File: config.mk
export PLATFORM = sky130hd
export DESIGN_NAME = dso_trigger_detector
export DESIGN_NICKNAME = d
export VERILOG_FILES = /design/src/rtl/dso_trigger_detector.sv
export SDC_FILE = /design/constraint.sdc
export NUM_CORES = 1
export LEC_CHECK = 0
export CAP_MARGIN = 20
export CORE_UTILIZATION = 50
export DETAILED_ROUTE_END_ITERATION = 12
export MAX_ROUTING_LAYER = met4
export PLACE_DENSITY = 0.77
export SLEW_MARGIN = 25
export SYNTH_ARGS = -nofsm -noshare
export SYNTH_HDL_FRONTEND = slang
export SYNTH_SLANG_ARGS = --single-unit
File: constraint.sdc
create_clock -name clk -period 3 [get_ports clk]
set_input_delay 0.6 -clock clk [delete_from_list [all_inputs] [get_ports clk]]
set_output_delay 0.6 -clock clk [all_outputs]
set_load 0.03 [all_outputs]
File: src/rtl/dso_trigger_detector.sv
// dso_trigger_detector: level/edge trigger for the DSO ADC stream.
// Two-stage pipeline (sample register, then compare/FSM) with a registered
// one-cycle trigger_req, programmable hysteresis re-arm and holdoff.
// Optional auto-trigger timeout is built when DSO_TRIG_AUTO_EN is defined.
module dso_trigger_detector #(
    parameter int DATA_W = 8,
    parameter int HOLD_W = 16
) (
    input  logic              clk,
    input  logic              rst,
    input  logic              sample_en,
    input  logic [DATA_W-1:0] adc_data,
    input  logic              enable,
    input  logic              edge_sel,
    input  logic [DATA_W-1:0] level,
    input  logic [DATA_W-1:0] hysteresis,
    input  logic [HOLD_W-1:0] holdoff,
`ifdef DSO_TRIG_AUTO_EN
    input  logic [HOLD_W-1:0] auto_timeout,
    output logic              auto_fired,
`endif
    output logic              trigger_req,
    output logic              armed,
    output logic [1:0]        state_out
);

    typedef enum logic [1:0] {
        IDLE    = 2'd0,
        ARMING  = 2'd1,
        ARMED   = 2'd2,
        HOLDOFF = 2'd3
    } state_t;

    state_t            state_q, state_d;
    logic [DATA_W-1:0] s_q, s_d;
    logic              s_vld_q, s_vld_d;
    logic [HOLD_W-1:0] hold_cnt_q, hold_cnt_d;
    logic              trig_q, trig_d;
    logic [DATA_W-1:0] lvl_q, lvl_d;
    logic [DATA_W-1:0] hyst_q, hyst_d;
    logic              edge_q, edge_d;

    logic [DATA_W:0]   sum_w;
    logic [DATA_W-1:0] arm_th;
    logic              arm_ok;
    logic              fire_ok;
    logic              timeout_hit;

    // Stage 1: capture the strobed sample; s_vld is a one-cycle echo of sample_en.
    always_comb begin
        s_d     = sample_en ? adc_data : s_q;
        s_vld_d = sample_en;
    end

    // Saturating arm threshold and arm/fire tests from the latched config.
    assign sum_w = {1'b0, lvl_q} + {1'b0, hyst_q};
    always_comb begin
        if (edge_q) begin
            arm_th  = sum_w[DATA_W] ? {DATA_W{1'b1}} : sum_w[DATA_W-1:0];
            arm_ok  = (s_q >= arm_th);
            fire_ok = (s_q <= lvl_q);
        end else begin
            arm_th  = (lvl_q >= hyst_q) ? (lvl_q - hyst_q) : '0;
            arm_ok  = (s_q <= arm_th);
            fire_ok = (s_q >= lvl_q);
        end
    end

    // Next-state logic; enable low wins over everything, including a fire.
    always_comb begin
        state_d    = state_q;
        hold_cnt_d = hold_cnt_q;
        trig_d     = 1'b0;
        lvl_d      = lvl_q;
        hyst_d     = hyst_q;
        edge_d     = edge_q;
        if (!enable) begin
            state_d    = IDLE;
            hold_cnt_d = '0;
        end else begin
            unique case (state_q)
                IDLE: begin
                    // Config is frozen here for the whole run.
                    state_d = ARMING;
                    lvl_d   = level;
                    hyst_d  = hysteresis;
                    edge_d  = edge_sel;
                end
                ARMING: begin
                    if (s_vld_q) begin
                        if (timeout_hit) begin
                            state_d    = HOLDOFF;
                            hold_cnt_d = holdoff;
                            trig_d     = 1'b1;
                        end else if (arm_ok) begin
                            state_d = ARMED;
                        end
                    end
                end
                ARMED: begin
                    if (s_vld_q && (fire_ok || timeout_hit)) begin
                        state_d    = HOLDOFF;
                        hold_cnt_d = holdoff;
                        trig_d     = 1'b1;
                    end
                end
                HOLDOFF: begin
                    // The firing sample went to HOLDOFF, so it can never re-arm.
                    if (s_vld_q) begin
                        if (hold_cnt_q == '0) state_d = ARMING;
                        else                  hold_cnt_d = hold_cnt_q - 1'b1;
                    end
                end
                default: state_d = IDLE;
            endcase
        end
    end

`ifdef DSO_TRIG_AUTO_EN
    logic [HOLD_W-1:0] to_cnt_q, to_cnt_d;
    logic              auto_q, auto_d;

    // Timeout counter: strobes spent waiting in ARMING/ARMED, cleared on fresh entry to ARMING.
    always_comb begin
        to_cnt_d = to_cnt_q;
        if (state_d == IDLE || (state_d == ARMING && state_q != ARMING))
            to_cnt_d = '0;
        else if (s_vld_q && (state_q == ARMING || state_q == ARMED))
            to_cnt_d = to_cnt_q + 1'b1;
    end

    assign timeout_hit = (auto_timeout != '0) && ((to_cnt_q + 1'b1) == auto_timeout);

    // A trigger is "auto" unless a real fire condition produced it.
    always_comb begin
        auto_d = trig_d && !(state_q == ARMED && fire_ok);
    end

    // Timeout state registers.
    always_ff @(posedge clk) begin
        if (rst) begin
            to_cnt_q <= '0;
            auto_q   <= 1'b0;
        end else begin
            to_cnt_q <= to_cnt_d;
            auto_q   <= auto_d;
        end
    end

    assign auto_fired = auto_q;
`else
    assign timeout_hit = 1'b0;
`endif

    // Main state registers.
    always_ff @(posedge clk) begin
        if (rst) begin
            state_q    <= IDLE;
            s_q        <= '0;
            s_vld_q    <= 1'b0;
            hold_cnt_q <= '0;
            trig_q     <= 1'b0;
            lvl_q      <= '0;
            hyst_q     <= '0;
            edge_q     <= 1'b0;
        end else begin
            state_q    <= state_d;
            s_q        <= s_d;
            s_vld_q    <= s_vld_d;
            hold_cnt_q <= hold_cnt_d;
            trig_q     <= trig_d;
            lvl_q      <= lvl_d;
            hyst_q     <= hyst_d;
            edge_q     <= edge_d;
        end
    end

    assign trigger_req = trig_q;
    assign armed       = (state_q == ARMED);
    assign state_out   = state_q;

endmodule

==> results.json <==
{
  "status": "finished with violations",
  "violations": "negative setup slack",
  "path_delay_family": "compound AO/OA/AOI/OAI gates",
  "critPathArrivalTime_ps": 3580,
  "max_freq_mhz": 297.1,
  "tritoncts": "built",
  "cp-start-kind": "flip-flop",
  "drt-total-wl_um": 10000,
  "cts-htree-levels": 2,
  "grt_first_pass_wirelength_um": 15630,
  "ys_seq_area_share_pct": 25.88,
  "synth_ff_type": "dfxtp_1",
  "numCtsBuffers": 5,
  "rsz0062_at_grt": "yes",
  "internal_power_mw": 1.246,
  "grt_use_total_pct": 27.90,
  "grt_pass1_vias": 3353,
  "p_comb_share_pct": 42.9,
  "switching_share_pct": 35.92,
  "skew_ps": 8.803,
  "cts_sinks": 45,
  "worstPathCellList": "inv_1 > ha_1 > fa_2 > nor2b_1 > o21ai_0 > nand2b_1 > a21o_1 > a21o_1 > o221a_4 > nand2_1 > ha_1 > a21oi_1 > o21ai_0 > o21ai_2 > o2111a_1 > nand3_1 > and3_1",
  "synth_edf_count": 0,
  "die_height_um": 85.44,
  "hold_violations": 0,
  "synth_cells": 452,
  "synth_most_common_cell": "nand2_1",
  "worstPathRequired_ps": 3210,
  "vias_per_cell": 5.860,
  "cp-end-kind": "flip-flop",
  "p_leak_nw": 1.954,
  "worstSetupPathType": "reg2reg",
  "final_layout_size_suffix_gt1_share_pct": 20.00,
  "drt-pass1-iter-count": 5,
  "period_minus_slack_ps": 3365,
  "yosys.area.top_type": "dfxtp_1",
  "switching_power_mw": 0.6984,
  "clockRootBuffer": "clkbuf_8",
  "portBuffers": 48,
  "avgSynthCellArea_um2": 7.701,
  "p_seq_share_pct": 34.1,
  "syn_nets": 545,
  "core_region_area_mm2": 0.006756,
  "fin_setup_tns_ps": -657.8,
  "antenna_found_initial": 0,
  "p_clk_share_pct": 22.9,
  "grt_max_degree": 27,
  "setup_viol": 2,
  "tightest_slew_ps": 800.7,
  "finalWeightedCongestion": 0.9179,
  "ys_types": 62,
  "vdd_ir_drop_max_mv": 0.3067,
  "p_per_area_mw_per_mm2": 418.3,
  "cpMaxStageDelayCell": "dfxtp_4",
  "ioPinCount": 49,
  "start_util_pct": 51.52,
  "netlist_area_mm2": 0.003481,
  "yosys-top-cells-area": "dfxtp_1 26%, ha_1 17%, a21oi_1 7.9%, nand2_1 7.4%, nor2_1 3.8%",
  "die-width_um": 85.44,
  "fillers": 534,
  "drtIter0Drc": 299,
  "hpwlAfterDp_um": 6795,
  "rows": 30,
  "diodes": 0,
  "drc": 0,
  "max_stage_delay_ps": 380,
  "synthTopCellsByCount": "69 x nand2_1, 55 x a21oi_1, 46 x ha_1, 45 x dfxtp_1, 35 x nor2_1",
  "wire_per_inst_um": 16.13,
  "post-route-period-util_pct": 112.2,
  "vias": 3633,
  "fin_ws_ps": -365.4,
  "cp_num_buf_inv": 1,
  "hp-class": "reg2reg",
  "slew_violations": 0,
  "syn2layout_area_growth_pct": 33.54,
  "grt_overflow": 0,
  "cts_max_path_buffers": 2,
  "antenna_left": 0,
  "async_reset_ff_share_pct": 0,
  "multiInputGateArea_mm2": 0.002544,
  "cp_max_fo": 8,
  "netlist.area_leader.share_pct": 25.88,
  "relSlewSlack_pct": 46.51,
  "clk-insertion-delay-late_ps": 320,
  "max_cap_violations": 0,
  "die_area_mm2": 0.007299,
  "hold-worst-slack_ps": 468.8,
  "synth_seq_cells": 45,
  "path_clk_slew_ps": 90,
  "nNetsFinal": 632,
  "yosysWarnings": 0,
  "regArea_um2": 908.4
}
[cells by family (layout without fill, tap and decap cells)]
family / count (synthesis) / after routing / synth area share (%)
AO/OA/AOI/OAI: 113 / 113 / 20.52
XOR/XNOR: 8 / 8 / 2.013
adder cells (fa/ha/maj): 48 / 48 / 17.69
buffers and inverters: 51 / 139 / 5.967
flip-flops: 45 / 45 / 25.88
multiplexers: 10 / 10 / 2.876
AND/OR/NAND/NOR: 177 / 177 / 25.05
[tightest hold or removal path, cell delays in order, from the launching register on]
cell and delay (ps):
dfxtp_1 320, nand2_1 50, o32ai_1 60
[metrics by stage]
stage	area, µm²	power [mW]	util, %	cells	setup WS, ps
3_5_place_dp	4285	1.399	63.43	593	-312.4
4_1_cts	4539	1.849	67.19	617	-233.3
6_report	4648	1.944	68.80	620	-365.4
5_1_grt	4648	2.043	68.80	620	-430.7
3_3_place_gp	4285	1.370	63.43	593	-198.3
2_1_floorplan	3548	1.147	-	452	-111.6
[per-layer routing]
metal,track usage (%),share of wire (%)
met5,-,0
met1,36.46,44
met4,8.485,2.0
met2,43.20,46
met3,5.934,7.3
[placed cells by master (no fill, tap or decap), drive strengths merged, types with 7 or more instances in the layout]
cell	instances
nand2	70
clkbuf	7
inv	31
mux2i	10
o21ai	24
nor4	7
ha	46
dfxtp	45
nand2b	12
nor2	37
a21oi	55
nor3	14
clkdlybuf4s50	48
buf	52
[what timing repair did]
action                     in CTS  in global routing
hold buffers                    0                  0
setup buffers                  16                  4
pin swaps                      14                 18
setup endpoints to repair       2                  2
gates cloned                    0                  0
gates resized for setup        10                 14
[registers in the layout (all words and copies together), names as in the netlist]
name and flops:
trigger_req 1, state_out 2, s_vld_q 1, lvl_q 8, edge_q 1, hold_cnt_q 16
s_q 8, hyst_q 8
[power by group through the flow]
stage | clock network, mW | registers [mW] | logic [mW]
final | 0.446 | 0.664 | 0.835
after global placement | 0 | 0.673 | 0.697
after CTS | 0.441 | 0.661 | 0.747
after floorplan | 0 | 0.675 | 0.473
after global routing | 0.472 | 0.667 | 0.903
after detailed placement | 0 | 0.675 | 0.724
[area by class of cell]
cell class                      instances  area share, %
Clock buffer                            7          2.073
Sequential cell                        45          19.54
Clock inverter                          1         0.1884
Inverter                               31          2.503
Multi-Input combinational cell        356          54.72
Tap cell                               80          2.153
Timing Repair Buffer                  100          18.82
[path summary, 6_finish.rpt]
kind / start / end / slack (ps) / cells after the start
max: lvl_q[0]$_SDFFE_PP0P_ / state_out[0]$_SDFFE_PP0P_ / -370 / 17
min: hold_cnt_q[11]$_SDFFE_PP0P_ / hold_cnt_q[11]$_SDFFE_PP0P_ / 470 / 2
max reg2reg: lvl_q[0]$_SDFFE_PP0P_ / state_out[0]$_SDFFE_PP0P_ / -370 / 17
min reg2reg: hold_cnt_q[11]$_SDFFE_PP0P_ / hold_cnt_q[11]$_SDFFE_PP0P_ / 470 / 2
Note: power is estimated with default switching activity, not from simulation.
